`src/rtl/evaluador_estado_pkg.sv`:
```
// Shared definitions for the pet-state evaluator and the display driver:
// state codes, need indices and level constants.
package evaluador_estado_pkg;

  typedef enum logic [2:0] {
    FELIZ   = 3'd0,
    TRISTE  = 3'd1,
    CRITICO = 3'd2,
    ACCION  = 3'd3,
    MUERTO  = 3'd4
  } estado_t;

  localparam logic [1:0] NEC_HAMBRE    = 2'd0;
  localparam logic [1:0] NEC_SUENO     = 2'd1;
  localparam logic [1:0] NEC_DIVERSION = 2'd2;
  localparam logic [1:0] NEC_NINGUNA   = 2'd3;

  localparam logic [1:0] NIVEL_VACIO = 2'd0;
  localparam logic [1:0] NIVEL_BAJO  = 2'd1;
  localparam logic [1:0] NIVEL_LLENO = 2'd3;

endpackage

```
`src/rtl/evaluador_estado_minimo_nivel.sv`:
```
// Combinational minimum/argmin over the three need levels; ties go to the
// lowest index and a full minimum reports "no need".
module minimo_nivel
  import evaluador_estado_pkg::*;
(
  input  logic [1:0] nivel_hambre,
  input  logic [1:0] nivel_sueno,
  input  logic [1:0] nivel_diversion,
  output logic [1:0] minimo,
  output logic [1:0] indice
);

  logic [1:0] min_hs_s;
  logic [1:0] idx_hs_s;
  logic [1:0] idx_min_s;

  // Pairwise reduction; strict less-than keeps the lower index on ties
  always_comb begin
    min_hs_s  = nivel_hambre;
    idx_hs_s  = NEC_HAMBRE;
    minimo    = nivel_hambre;
    idx_min_s = NEC_HAMBRE;
    if (nivel_sueno < nivel_hambre) begin
      min_hs_s = nivel_sueno;
      idx_hs_s = NEC_SUENO;
    end else begin
      min_hs_s = nivel_hambre;
      idx_hs_s = NEC_HAMBRE;
    end
    if (nivel_diversion < min_hs_s) begin
      minimo    = nivel_diversion;
      idx_min_s = NEC_DIVERSION;
    end else begin
      minimo    = min_hs_s;
      idx_min_s = idx_hs_s;
    end
  end

  assign indice = (minimo == NIVEL_LLENO) ? NEC_NINGUNA : idx_min_s;

endmodule

```
`src/rtl/evaluador_estado.sv`:
```
// Pet-state evaluator: derives mood, lowest need, warning blink and death
// from the three need levels, with all outputs registered.
module evaluador_estado
  import evaluador_estado_pkg::*;
#(
  parameter int TIEMPO_MUERTE   = 15,
  parameter int TIEMPO_PARPADEO = 3
) (
  input  logic       clk,
  input  logic       B_reset,
  input  logic [1:0] Nivel_Hambre,
  input  logic [1:0] Nivel_Sueno,
  input  logic [1:0] Nivel_Diversion,
  input  logic       senal_5seg,
  output logic [2:0] Estado,
  output logic [1:0] Necesidad,
  output logic       Alerta,
  output logic       Muerto
);

  localparam int CW = $clog2(TIEMPO_MUERTE + 1);
  localparam int BW = (TIEMPO_PARPADEO > 1) ? $clog2(TIEMPO_PARPADEO) : 1;

  estado_t       estado_r, estado_s;
  logic [1:0]    necesidad_r, necesidad_s;
  logic          alerta_r, alerta_s;
  logic          muerto_r, muerto_s;
  logic [CW-1:0] cnt_muerte_r, cnt_muerte_s;
  logic [BW-1:0] cnt_parpadeo_r, cnt_parpadeo_s;
  logic [1:0]    minimo_s;
  logic [1:0]    indice_s;

  minimo_nivel u_minimo (
    .nivel_hambre    (Nivel_Hambre),
    .nivel_sueno     (Nivel_Sueno),
    .nivel_diversion (Nivel_Diversion),
    .minimo          (minimo_s),
    .indice          (indice_s)
  );

  // Next-state, death counter and lowest-need selection
  always_comb begin
    estado_s     = estado_r;
    necesidad_s  = necesidad_r;
    cnt_muerte_s = cnt_muerte_r;
    if (estado_r == MUERTO) begin
      estado_s     = MUERTO;
      necesidad_s  = necesidad_r;
      cnt_muerte_s = cnt_muerte_r;
    end else begin
      necesidad_s = indice_s;
      if (minimo_s == NIVEL_VACIO) begin
        if (cnt_muerte_r >= CW'(TIEMPO_MUERTE - 1)) begin
          cnt_muerte_s = CW'(TIEMPO_MUERTE);
          estado_s     = MUERTO;
        end else begin
          cnt_muerte_s = cnt_muerte_r + CW'(1);
          estado_s     = senal_5seg ? ACCION : CRITICO;
        end
      end else begin
        cnt_muerte_s = '0;
        if (senal_5seg) begin
          estado_s = ACCION;
        end else if (minimo_s == NIVEL_BAJO) begin
          estado_s = TRISTE;
        end else begin
          estado_s = FELIZ;
        end
      end
    end
  end

  // Warning output and blink timing, keyed on the upcoming state
  always_comb begin
    alerta_s       = 1'b0;
    cnt_parpadeo_s = '0;
    muerto_s       = (estado_s == MUERTO);
    case (estado_s)
      FELIZ, ACCION: begin
        alerta_s       = 1'b0;
        cnt_parpadeo_s = '0;
      end
      TRISTE, MUERTO: begin
        alerta_s       = 1'b1;
        cnt_parpadeo_s = '0;
      end
      CRITICO: begin
        if (estado_r != CRITICO) begin
          alerta_s       = 1'b1;
          cnt_parpadeo_s = '0;
        end else if (cnt_parpadeo_r >= BW'(TIEMPO_PARPADEO - 1)) begin
          alerta_s       = ~alerta_r;
          cnt_parpadeo_s = '0;
        end else begin
          alerta_s       = alerta_r;
          cnt_parpadeo_s = cnt_parpadeo_r + BW'(1);
        end
      end
      default: begin
        alerta_s       = 1'b0;
        cnt_parpadeo_s = '0;
      end
    endcase
  end

  // State and output registers with synchronous reset
  always_ff @(posedge clk) begin
    if (B_reset) begin
      estado_r       <= FELIZ;
      necesidad_r    <= NEC_NINGUNA;
      alerta_r       <= 1'b0;
      muerto_r       <= 1'b0;
      cnt_muerte_r   <= '0;
      cnt_parpadeo_r <= '0;
    end else begin
      estado_r       <= estado_s;
      necesidad_r    <= necesidad_s;
      alerta_r       <= alerta_s;
      muerto_r       <= muerto_s;
      cnt_muerte_r   <= cnt_muerte_s;
      cnt_parpadeo_r <= cnt_parpadeo_s;
    end
  end

  assign Estado    = estado_r;
  assign Necesidad = necesidad_r;
  assign Alerta    = alerta_r;
  assign Muerto    = muerto_r;

endmodule

```
`config.mk`:
```
export PLATFORM = sky130hd
export DESIGN_NAME = evaluador_estado
export DESIGN_NICKNAME = d
export VERILOG_FILES = /design/src/rtl/evaluador_estado_pkg.sv /design/src/rtl/evaluador_estado_minimo_nivel.sv /design/src/rtl/evaluador_estado.sv
export SDC_FILE = /design/constraint.sdc
export NUM_CORES = 1
export LEC_CHECK = 0
export ABC_AREA = 1
export CORE_MARGIN = 5
export CORE_UTILIZATION = 25
export DETAILED_ROUTE_END_ITERATION = 16
export GPL_TIMING_DRIVEN = 0
export PLACE_DENSITY = 0.48
export SLEW_MARGIN = 10
export SYNTH_ARGS = -nofsm -noshare
export SYNTH_HDL_FRONTEND = slang
export SYNTH_SLANG_ARGS = --single-unit
```
`constraint.sdc`:
```
create_clock -name clk -period 2.1 [get_ports clk]
set_clock_uncertainty 0.15 [all_clocks]
set_input_delay 0.525 -clock clk [delete_from_list [all_inputs] [get_ports clk]]
set_output_delay 0.525 -clock clk [all_outputs]
set_load 0.005 [all_outputs]
```
==> summary.md, run 1 <==
| Metric | Value |
|---|---|
| Number of buffers inserted for hold repair after clock tree synthesis | `0` |
| Synth Area per Inst | `around 7.5 um^2` |
| Cell with the largest stage delay on the worst path | `sky130_fd_sc_hd__ha_1` |
| Average vias per placed instance | `4.16` |
| Post-Syn Nets | `130` |
| Site Rows | `21` |
| IR Drop Worst-Case VDD | `~0.00022 V` |
| Async S/R FF share, synth | `0%` |
| Actual slew at the worst max-slew pin | `0.550 ns` |
| Length of the first detailed-routing pass in iterations | `4` |
| Worst-path fanout max | `4` |
| Total power density per cell area | `around 510 mW/mm^2` |
| Total wire length after detailed routing | `between 1.5 and 2 mm` |
| Stage delay of the slowest cell on the critical path | `about 0.29 ns` |
| Post-route minimum period | `approximately 2.0 ns` |
| Drc violations | `0` |
| Routed via count | `~770` |
| Synthesis-to-layout area growth | `36.4%` |
| Global-route wire length before repair | `2.77 mm` |
| Max capacitance violation total | `0` |
| Non-filler instance count after layout | `roughly 180` |
| TritonCTS clock tree | `done` |
| Ports | `16` |
| CP startpoint kind | `primary input` |
| Max clock buf depth | `2` |
| ANT nets after route | `0` |
| Post-route worst hold slack | `roughly 0.26 ns` |
| Summed area of non-filler cells in the final layout | `between 0.001 and 0.0015 mm^2` |
| # nets final | `around 160` |
| Max Transition Viols Final | `0` |
| Maximum number of pins on one net before global-route repair | `11` |
| Sequential element share of the synthesized area | `about 30%` |
| Filler cell count in the final layout | `roughly 370` |
| Area leader, netlist | `sky130_fd_sc_hd__dfxtp_1` |
| Die ar. | `about 0.0047 mm^2` |
| Latest clock arrival within the worst-skew pair | `roughly 0.26 ns` |
| Share of the clock period used by the worst path after layout | `94.7%` |
| Synth Instances | `approximately 110` |
| Number of flip-flops and latches in the synthesized netlist | `13` |
| Placed Instances | `around 170` |
| Setup repair after global routing missed its margin | `no` |
| Required time of the critical path | `2.13 ns` |
| Vertical extent of the die | `68.6 um` |
| Cell types with the largest area share after synthesis | `sky130_fd_sc_hd__dfxtp_1 (30%), sky130_fd_sc_hd__ha_1 (10%), sky130_fd_sc_hd__inv_1 (8.7%)` |
| 1st-iter DRT viols | `18` |
| Warnings from Yosys | `0` |
| Post-synthesis instance area | `approximately 860 um^2` |
| Initial cell density of the core | `between 20% and 30%` |
| Kind of critical path | `in2reg` |
| Number of flops mapped to enable cells by yosys | `0` |
| Category of cells accounting for the largest share of critical-path delay | `simple AND/OR/NAND/NOR gates` |
| Worst relative slew slack | `63.1%` |
| Max H-tree Level | `1` |
| Setup TNS after final layout | `0 ns` |
| GR Util All Layers | `under 10%` |
| Clock sinks | `13` |
| Bufs and invs on worst path | `3` |
| Number of distinct library cells after synthesis | `27` |
| Portion of synthesized cell area occupied by the leading cell type | `~30%` |
| Number of port buffers | `14` |
| Clock transition at the register clock pins on the worst setup and hold paths after CTS | `0.08 ns` |
| Run status | `finished clean` |
| Average detailed-routed wire length per instance | `approximately 9.4 um` |
| Die Width | `roughly 69 um` |
| Total global routing overflow | `0` |
| Final RePlAce weighted congestion | `roughly 0.73` |
| Cell breakdown of the critical path | `clkbuf_2 > inv_1 > ha_1 > nand2_2 > nand2_1 > nand2_2 > nand3_2 > nand2_2 > nand2_4 > nand2_4 > nand4_4 > nand2_4 > buf_4 > a21oi_1 > a211oi_1` |
| Vias in the first global route | `roughly 640` |
| Crit path arrival time | `approximately 2 ns` |
| Number of hold violations in the final report | `0` |
| Setup WS post-layout | `~0.11 ns` |
| DP Wirelength | `about 1.4 mm` |
| Footprint of the flip-flops and latches | `260 um^2` |
| Post-placement setup slack | `-0.563 ns` |
| Worst hold path type | `reg2reg` |
| Setup-violating endpoint count in the final report | `0` |
| Post-synth top flop | `sky130_fd_sc_hd__dfxtp_1` |
| Total cell area at the placement stage | `around 0.0011 mm^2` |
| Critical Path Sink Type | `flip-flop` |
| Ratio of cells with drive above 1 in the final layout | `between 20% and 30%` |
| Initial antenna violation count | `0` |
| Achievable frequency | `between 0.5 and 0.6 GHz` |
| Reported leakage power | `0.570 nW` |
| Combined area of the multi-input logic cells | `~550 um^2` |
| CORE AREA | `0.00334 mm^2` |
| Total chip power | `slightly above 600 uW` |
| Number of antenna diodes | `0` |
| Final Util | `35.1%` |
| Clock root cell | `sky130_fd_sc_hd__clkbuf_4` |
| Cts bufs inserted | `3` |
cells by family after synthesis:
| logic type | count (synthesis) | synth area share (%) |
|---|---|---|
| AO/OA/AOI/OAI | 14 | 9.62 |
| flip-flops | 13 | 30.3 |
| AND/OR/NAND/NOR | 54 | 37.9 |
| buffers and inverters | 25 | 10.9 |
| adder cells (fa/ha/maj) | 7 | 10.2 |
| XOR/XNOR | 1 | 1.02 |
flip-flops by register name, indices dropped and copies added, names as in the netlist:
signal          count
Alerta              1
Estado              3
Muerto              1
Necesidad           2
cnt_muerte_r        4
cnt_parpadeo_r      2
power by group:
group	leakage [nW]	switching, mW	internal, mW
Clock	0.0150	0.0759	0.0734
Sequential	0.107	0.0108	0.261
Combinational	0.449	0.0961	0.0857
Total	0.570	0.183	0.420
final timing paths:
kind / endpoint / slack (ns) / start / cells past startpoint
worst max-delay path: cnt_muerte_r[0] / 0.11 / Nivel_Hambre[1] / 15
worst min-delay path: cnt_parpadeo_r[0] / 0.26 / cnt_parpadeo_r[0] / 1
worst max register to register: cnt_muerte_r[0] / 0.34 / Estado[2] / 7
worst min register to register: cnt_parpadeo_r[0] / 0.26 / cnt_parpadeo_r[0] / 1
cell type report:
type                    instances  share of cell area, %
flip-flops and latches         13                   22.2
clock buffers                   4                   2.24
inverters                      24                   7.91
repair buffers                 20                   15.3
multi-input cells              76                   47.1
well taps                      46                   4.91
plain buffers                   1                  0.321
per-layer routing:
layer | global-route usage (%) | vias to the layer above | share of wire, %
li1 | - | 418 | -
met1 | 9.76 | 343 | 49
met2 | 12.8 | 2 | 48
met3 | 1.94 | 2 | 1.9
met4 | 3.72 | 0 | 0.81
met5 | 0 | - | 0
what timing repair did:
| action | 4_1_cts | 5_1_grt |
|---|---|---|
| pin swaps | 9 | 10 |
| gates resized for setup | 7 | 10 |
| endpoints found under the setup margin | 13 | 8 |
| buffers inserted | 2 | 4 |
synthesized netlist by cell type, types with 2 or more instances:
library cell and n:
sky130_fd_sc_hd__nor3_1 2, sky130_fd_sc_hd__ha_1 7, sky130_fd_sc_hd__a21oi_1 7, sky130_fd_sc_hd__dfxtp_1 13
sky130_fd_sc_hd__nand3_2 2, sky130_fd_sc_hd__nand2_1 13, sky130_fd_sc_hd__inv_2 4, sky130_fd_sc_hd__o21ai_0 2
sky130_fd_sc_hd__nand2_2 8, sky130_fd_sc_hd__nor2_1 8, sky130_fd_sc_hd__nand2_4 3, sky130_fd_sc_hd__inv_1 20
sky130_fd_sc_hd__nand4_1 3, sky130_fd_sc_hd__a211o_1 2, sky130_fd_sc_hd__nand3_1 8
cells in the final DEF (no fill, tap or decap), types with 2 or more instances in the layout:
cell / count
sky130_fd_sc_hd__clkdlybuf4s50_1: 9
sky130_fd_sc_hd__ha_1: 6
sky130_fd_sc_hd__nand3_4: 2
sky130_fd_sc_hd__nor3_1: 2
sky130_fd_sc_hd__nand2_4: 4
sky130_fd_sc_hd__nor2_1: 8
sky130_fd_sc_hd__dlymetal6s2s_1: 2
sky130_fd_sc_hd__clkbuf_4: 3
sky130_fd_sc_hd__nand2_2: 7
sky130_fd_sc_hd__o21ai_0: 2
sky130_fd_sc_hd__nand3_1: 5
sky130_fd_sc_hd__dfxtp_1: 13
sky130_fd_sc_hd__clkbuf_2: 2
sky130_fd_sc_hd__a21oi_1: 7
sky130_fd_sc_hd__inv_2: 3
sky130_fd_sc_hd__a211o_1: 2
sky130_fd_sc_hd__buf_4: 6
sky130_fd_sc_hd__nand2_1: 13
sky130_fd_sc_hd__nand4_1: 3
sky130_fd_sc_hd__nand3_2: 3
sky130_fd_sc_hd__inv_1: 20
No activity file was read; power rests on OpenSTA's default activity.
==> run 2: changes to the inputs <==
Settings changed: SYNTH_HIERARCHICAL from default to 1.
==> summary.md, run 2 <==
| Metric | Value |
|---|---|
| Clock sinks | `13 (unchanged)` |
| Kind of critical path | `in2reg` |
| Synth Instances | `114 (unchanged)` |
| Total power density per cell area | `523 mW/mm^2 (+1.6%)` |
| Crit path arrival time | `2.09 ns (+0.08 ns)` |
| Setup TNS after final layout | `0 ns (unchanged)` |
| Ratio of cells with drive above 1 in the final layout | `31.4% (+3.9 points)` |
| Max H-tree Level | `1 (unchanged)` |
| GR Util All Layers | `8.34% (+0.45 points)` |
| Worst relative slew slack | `72.1% (+9.0 points)` |
| Post-synth top flop | `sky130_fd_sc_hd__dfxtp_1` |
| Final RePlAce weighted congestion | `0.776 (+6.0%)` |
| Vias in the first global route | `764 (+19%)` |
| Number of antenna diodes | `0 (unchanged)` |
| Cts bufs inserted | `3 (unchanged)` |
| Clock root cell | `sky130_fd_sc_hd__clkbuf_4` |
| Initial antenna violation count | `0 (unchanged)` |
| Clock transition at the register clock pins on the worst setup and hold paths after CTS | `0.08 ns (about the same)` |
| Total wire length after detailed routing | `1.63 mm (-5.7%)` |
| Cell types with the largest area share after synthesis | `sky130_fd_sc_hd__dfxtp_1 (31%), sky130_fd_sc_hd__nand2_1 (12%), sky130_fd_sc_hd__ha_1 (10%)` |
| Site Rows | `21 (unchanged)` |
| Critical Path Sink Type | `flip-flop` |
| Worst-path fanout max | `3 (-1)` |
| Total global routing overflow | `0 (unchanged)` |
| Setup WS post-layout | `0.0395 ns (-0.0711 ns)` |
| Share of the clock period used by the worst path after layout | `98.1% (+3.4 points)` |
| DP Wirelength | `1.34 mm (-6.1%)` |
| Post-route worst hold slack | `0.262 ns (-0.000406 ns)` |
| Die Width | `68.2 um (-0.56%)` |
| CORE AREA | `0.00331 mm^2 (-0.79%)` |
| Warnings from Yosys | `6 (+6)` |
| Setup-violating endpoint count in the final report | `0 (unchanged)` |
| # nets final | `154 (-0.65%)` |
| Max clock buf depth | `2 (unchanged)` |
| Most common library cell in the layout ignoring fill and taps | `sky130_fd_sc_hd__nand2_1` |
| Latest clock arrival within the worst-skew pair | `0.28 ns (+0.02 ns)` |
| Post-synthesis instance area | `847 um^2 (-1.3%)` |
| Setup repair after global routing missed its margin | `yes` |
| Number of flops mapped to enable cells by yosys | `0 (unchanged)` |
| Routed wire length on met3 | `64 um (+94%)` |
| Commonest cells in the netlist | `sky130_fd_sc_hd__nand2_1 (26), sky130_fd_sc_hd__inv_1 (15), sky130_fd_sc_hd__dfxtp_1 (13)` |
| ANT nets after route | `0 (unchanged)` |
| Largest register by flop count | `cnt_muerte_r` |
| Number of buffers inserted for hold repair after clock tree synthesis | `0 (unchanged)` |
| Post-placement setup slack | `-0.716 ns (-0.153 ns)` |
| Ports | `16 (unchanged)` |
| TritonCTS clock tree | `done` |
| Synth Area per Inst | `7.43 um^2 (-1.3%)` |
| Worst R2R Setup Slack | `0.60 ns (+0.26 ns)` |
| Maximum number of pins on one net before global-route repair | `10 (-1)` |
| Routed via count | `728 (-4.8%)` |
| Highest signal layer in the routed design | `met4` |
| Run status | `finished clean` |
| CP startpoint kind | `primary input` |
| Number of port buffers | `14 (unchanged)` |
| Initial cell density of the core | `25.6% (-0.14 points)` |
| Area leader, netlist | `sky130_fd_sc_hd__dfxtp_1` |
| Achievable frequency | `0.485 GHz (-3.5%)` |
| Flip-flop count of the largest register, all copies and words added | `4 (unchanged)` |
| Number of hold violations in the final report | `0 (unchanged)` |
| Portion of synthesized cell area occupied by the leading cell type | `30.7% (+0.40 points)` |
| Total length of routed met2 wires | `799 um (-4.1%)` |
| Async S/R FF share, synth | `0% (unchanged)` |
| Most frequent cell after synthesis | `sky130_fd_sc_hd__nand2_1` |
| Number of distinct library cells after synthesis | `22 (-19%)` |
| Synthesis-to-layout area growth | `37.2%` |
| Length of the first detailed-routing pass in iterations | `4 (unchanged)` |
| Worst hold path type | `reg2reg` |
| Die ar. | `0.00465 mm^2 (-1.1%)` |
| 1st-iter DRT viols | `13 (-5)` |
| Max capacitance violation total | `0 (unchanged)` |
| Sequential element share of the synthesized area | `30.7% (+0.40 points)` |
| Vertical extent of the die | `68.2 um (-0.56%)` |
| Number of flip-flops and latches in the synthesized netlist | `13 (unchanged)` |
| Global-route wire length before repair | `2.96 mm (+6.7%)` |
| Required time of the critical path | `2.13 ns (about the same)` |
| Commonest cells after routing, fill and taps aside | `sky130_fd_sc_hd__nand2_1 (26), sky130_fd_sc_hd__inv_1 (14), sky130_fd_sc_hd__dfxtp_1 (13)` |
| Summed area of non-filler cells in the final layout | `0.00116 mm^2 (-0.75%)` |
| Average vias per placed instance | `3.98 (-4.3%)` |
| Max Transition Viols Final | `0 (unchanged)` |
| Post-Syn Nets | `130 (unchanged)` |
| Drc violations | `0 (unchanged)` |
| Post-route met1 wirelength | `754 um (-11%)` |
| Total cell area at the placement stage | `0.00107 mm^2 (+1.1%)` |
| IR Drop Worst-Case VDD | `0.000125 V (-44%)` |
| Average detailed-routed wire length per instance | `8.91 um (-5.2%)` |
| Actual slew at the worst max-slew pin | `0.418 ns (-0.132 ns)` |
| Post-route minimum period | `2.06 ns (+0.0711 ns)` |
| Reported leakage power | `0.524 nW (-8.1%)` |
==> run 2: cell types whose count changed after synthesis, sizes merged, moves of 2 or more <==
cell	change
inv	-3
nor2	+3
nand4	-4
nor3	-2
nand2	+11
a211o	-2
==> run 2: repair_timing <==
item	CTS	global route
buffers inserted	3	2
resized for setup	16	7
endpoints found under the setup margin	11	9
pin swaps	9	11
==> run 2: logic make-up (layout without fill, tap and decap cells) <==
logic type | Yosys count | after routing | share of synthesized area (%)
AO/OA/AOI/OAI | 10 | 10 | 7.24
AND/OR/NAND/NOR | 61 | 61 | 38.1
adder cells (fa/ha/maj) | 7 | 7 | 10.3
buffers and inverters | 23 | 46 | 13.6
flip-flops | 13 | 13 | 30.7
==> run 2: per-stage QoR <==
stage / total power [mW] / cells / util, %
after global routing: 0.644 / 183 / 35.1
after CTS: 0.602 / 181 / 34.0
after global placement: 0.434 / 174 / 32.2
final: 0.608 / 183 / 35.1
after floorplan: 0.385 / 114 / -
after detailed placement: 0.437 / 174 / 32.2
==> run 2: final timing paths <==
path | start | endpoint | depth (start not counted)
hold reg to reg | cnt_parpadeo_r[0] | cnt_parpadeo_r[0] | 1
hold / removal | cnt_parpadeo_r[0] | cnt_parpadeo_r[0] | 1
setup / recovery | Nivel_Hambre[1] | Alerta | 18
setup reg to reg | cnt_muerte_r[0] | Alerta | 10
==> run 2: power by group <==
part	switching, mW	internal, mW	leakage (nW)	total, mW
combinational	0.0917	0.0931	0.403	0.185
sequential	0.00770	0.259	0.107	0.267
clock	0.0830	0.0737	0.0150	0.157
total	0.182	0.426	0.524	0.608
==> run 2: cell type report <==
| cell class | count | area, um^2 |
|---|---|---|
| Timing Repair Buffer | 19 | 180 |
| Fill cell | 376 | 2150 |
| Sequential cell | 13 | 260 |
| Tap cell | 46 | 57.6 |
| Clock buffer | 4 | 26.3 |
| Buffer | 1 | 3.75 |
| Multi-Input combinational cell | 78 | 520 |
| Inverter | 22 | 114 |
==> run 2: per-layer routing <==
layer,vias to the layer above,track usage [%]
met3,2,0.985
met1,315,9.77
li1,395,-
met4,0,5.21
met5,-,0
met2,16,14.3
==> run 2: worst max-delay path, cell delays in order <==
cell and delay [ns]:
sky130_fd_sc_hd__buf_8 0.10, sky130_fd_sc_hd__inv_4 0.05, sky130_fd_sc_hd__ha_4 0.20, sky130_fd_sc_hd__nand2_4 0.07, sky130_fd_sc_hd__nand2_2 0.05, sky130_fd_sc_hd__nand2_2 0.07
sky130_fd_sc_hd__nand3_2 0.08, sky130_fd_sc_hd__nand2_4 0.09, sky130_fd_sc_hd__nand3_4 0.07, sky130_fd_sc_hd__and2_4 0.18, sky130_fd_sc_hd__nor2_4 0.12, sky130_fd_sc_hd__inv_2 0.06
sky130_fd_sc_hd__nand2_2 0.07, sky130_fd_sc_hd__nand3_2 0.09, sky130_fd_sc_hd__nor2_2 0.11, sky130_fd_sc_hd__nand2_1 0.06, sky130_fd_sc_hd__nand2_1 0.07, sky130_fd_sc_hd__a21oi_2 0.03
==> run 3: changes to the inputs <==
Settings changed: CELL_PAD_IN_SITES_DETAIL_PLACEMENT from default to 0, CELL_PAD_IN_SITES_GLOBAL_PLACEMENT from default to 1, PLACE_DENSITY 0.48 to 0.61.
==> summary.md, run 3 (synthesis results as in run 2) <==
| Metric | Value |
|---|---|
| # nets final | `153 (-0.65%)` |
| Commonest cells after routing, fill and taps aside | `sky130_fd_sc_hd__nand2_1 (26), sky130_fd_sc_hd__inv_1 (14), sky130_fd_sc_hd__dfxtp_1 (13)` |
| Critical Path Sink Type | `flip-flop` |
| Largest register by flop count | `cnt_muerte_r` |
| Vias in the first global route | `756 (-1.0%)` |
| Synthesis-to-layout area growth | `36.5%` |
| Maximum number of pins on one net before global-route repair | `10 (unchanged)` |
| Routed via count | `734 (+0.82%)` |
| Most common library cell in the layout ignoring fill and taps | `sky130_fd_sc_hd__nand2_1` |
| Site Rows | `21 (unchanged)` |
| Length of the first detailed-routing pass in iterations | `4 (unchanged)` |
| Summed area of non-filler cells in the final layout | `0.00116 mm^2 (-0.54%)` |
| Share of the clock period used by the worst path after layout | `98.4% (+0.30 points)` |
| Post-placement setup slack | `-0.748 ns (-0.0323 ns)` |
| Ports | `16 (unchanged)` |
| Clock root cell | `sky130_fd_sc_hd__clkbuf_4` |
| Vertical extent of the die | `68.2 um (unchanged)` |
| CP startpoint kind | `primary input` |
| Setup WS post-layout | `0.0331 ns (-0.00639 ns)` |
| Run status | `finished clean` |
| CORE AREA | `0.00331 mm^2 (unchanged)` |
| Stage delay of the slowest cell on the critical path | `0.26 ns (+0.06 ns)` |
| Kind of critical path | `in2reg` |
| Max Transition Viols Final | `0 (unchanged)` |
| Die ar. | `0.00465 mm^2 (unchanged)` |
| Actual slew at the worst max-slew pin | `0.438 ns (+0.0198 ns)` |
| Worst relative slew slack | `70.8% (-1.3 points)` |
| Max clock buf depth | `2 (unchanged)` |
| 1st-iter DRT viols | `24 (+11)` |
| Fraction of met3 tracks used by global routing | `1.15% (+0.16 points)` |
| Setup-violating endpoint count in the final report | `0 (unchanged)` |
| Final Util | `34.9% (-0.19 points)` |
| Total power density per cell area | `522 mW/mm^2 (-0.22%)` |
| Placed Instances | `174 (unchanged)` |
| Max H-tree Level | `1 (unchanged)` |
| Initial antenna violation count | `0 (unchanged)` |
| Post-route minimum period | `2.07 ns (+0.00639 ns)` |
| Crit path arrival time | `2.09 ns (about the same)` |
| Clock sinks | `13 (unchanged)` |
| Global-route wire length before repair | `2.99 mm (+1.1%)` |
| Most frequent CP cell | `sky130_fd_sc_hd__nand2_1` |
| Required time of the critical path | `2.12 ns (about the same)` |
| Flip-flop count of the largest register, all copies and words added | `4 (unchanged)` |
| Non-filler instance count after layout | `182 (-0.55%)` |
| Clock transition at the register clock pins on the worst setup and hold paths after CTS | `0.07 ns (about the same)` |
| Latest clock arrival within the worst-skew pair | `0.28 ns (about the same)` |
| Met1 usage | `9.87% (+0.099 points)` |
| Drc violations | `0 (unchanged)` |
| Setup TNS after final layout | `0 ns (unchanged)` |
| Worst-path fanout max | `3 (unchanged)` |
| Worst hold path type | `reg2reg` |
| Number of antenna diodes | `0 (unchanged)` |
| Total chip power | `603 uW (-0.76%)` |
| Cell breakdown of the critical path | `buf_6 > ha_2 > ha_4 > clkinv_2 > nand2_4 > nand3_4 > and2_4 > nor2_4 > inv_2 > nand2_2 > nand3_2 > nor2_2 > nand2_1 > nand2_1 > a21oi_2` |
| GR Util All Layers | `8.62% (+0.27 points)` |
| Bufs and invs on worst path | `3 (unchanged)` |
| Reported leakage power | `0.518 nW (-1.3%)` |
| Initial cell density of the core | `25.6% (unchanged)` |
| ANT nets after route | `0 (unchanged)` |
| Cell with the largest stage delay on the worst path | `sky130_fd_sc_hd__ha_4` |
| Achievable frequency | `0.484 GHz (-0.31%)` |
| IR Drop Worst-Case VDD | `0.000136 V (+9.0%)` |
| Most congested layer reported by global routing | `met2` |
| DP Wirelength | `1.40 mm (+4.8%)` |
| Total global routing overflow | `0 (unchanged)` |
| Number of hold violations in the final report | `0 (unchanged)` |
| Category of cells accounting for the largest share of critical-path delay | `simple AND/OR/NAND/NOR gates` |
| Cts bufs inserted | `3 (unchanged)` |
| Average vias per placed instance | `4.03 (+1.4%)` |
| Met2 track utilization from global routing | `15.4% (+1.1 points)` |
| Total wire length after detailed routing | `1.72 mm (+5.4%)` |
| Ratio of cells with drive above 1 in the final layout | `31.6% (+0.23 points)` |
| Max capacitance violation total | `0 (unchanged)` |
| Number of port buffers | `14 (unchanged)` |
| Final RePlAce weighted congestion | `0.725 (-6.6%)` |
| Die Width | `68.2 um (unchanged)` |
| Total cell area at the placement stage | `0.00107 mm^2 (unchanged)` |
| Post-route worst hold slack | `0.263 ns (+0.000859 ns)` |
| Average detailed-routed wire length per instance | `9.45 um (+6.0%)` |
| TritonCTS clock tree | `done` |
| Setup repair after global routing missed its margin | `yes` |
-- run 3: cell count changes in the layout (fill, tap and decap cells not counted), sizes merged --
cell / delta
buf: -1
-- run 3: layout make-up --
type                            count  area, um^2
Multi-Input combinational cell     78         526
Fill cell                         360        2150
Timing Repair Buffer               18         169
Clock buffer                        4        26.3
Tap cell                           46        57.6
Sequential cell                    13         260
Inverter                           22         114
Buffer                              1        3.75
-- run 3: path summary, 6_finish.rpt --
| kind | slack [ns] | start | cells past startpoint | end |
|---|---|---|---|---|
| max | 0.03 | Nivel_Sueno[1] | 15 | Alerta |
| min | 0.26 | cnt_parpadeo_r[0] | 1 | cnt_parpadeo_r[0] |
| min reg2reg | 0.26 | cnt_parpadeo_r[0] | 1 | cnt_parpadeo_r[0] |
| max reg2reg | 0.61 | cnt_muerte_r[0] | 10 | Alerta |
-- run 3: metal layers --
metal | vias up | share of wire [%]
met2 | 16 | 51
met5 | - | 0
met1 | 323 | 45
met4 | 0 | 0.41
li1 | 393 | -
met3 | 2 | 3.7
-- run 3: power by group --
group          total [mW]  internal, mW  leakage (nW)  switching, mW
sequential          0.267         0.259         0.107        0.00810
combinational       0.180        0.0894         0.396         0.0911
clock               0.156        0.0736        0.0150         0.0823
-- run 3: what timing repair did --
| action | in CTS | in global routing |
|---|---|---|
| buffers inserted | 3 | 1 |
| gates resized for setup | 19 | 3 |
| hold buffers | 0 | 0 |
| pin swaps | 12 | 11 |
| endpoints found under the setup margin | 11 | 7 |
-- run 3: worst reg2reg max path: stages, from the launching register on --
cell and delay [ns]:
sky130_fd_sc_hd__dfxtp_1 0.37, sky130_fd_sc_hd__inv_1 0.09, sky130_fd_sc_hd__ha_1 0.19, sky130_fd_sc_hd__inv_1 0.05
sky130_fd_sc_hd__nand2_1 0.07, sky130_fd_sc_hd__nand3_2 0.11, sky130_fd_sc_hd__nand3_2 0.09, sky130_fd_sc_hd__nor2_2 0.10
sky130_fd_sc_hd__nand2_1 0.06, sky130_fd_sc_hd__nand2_1 0.07, sky130_fd_sc_hd__a21oi_2 0.03
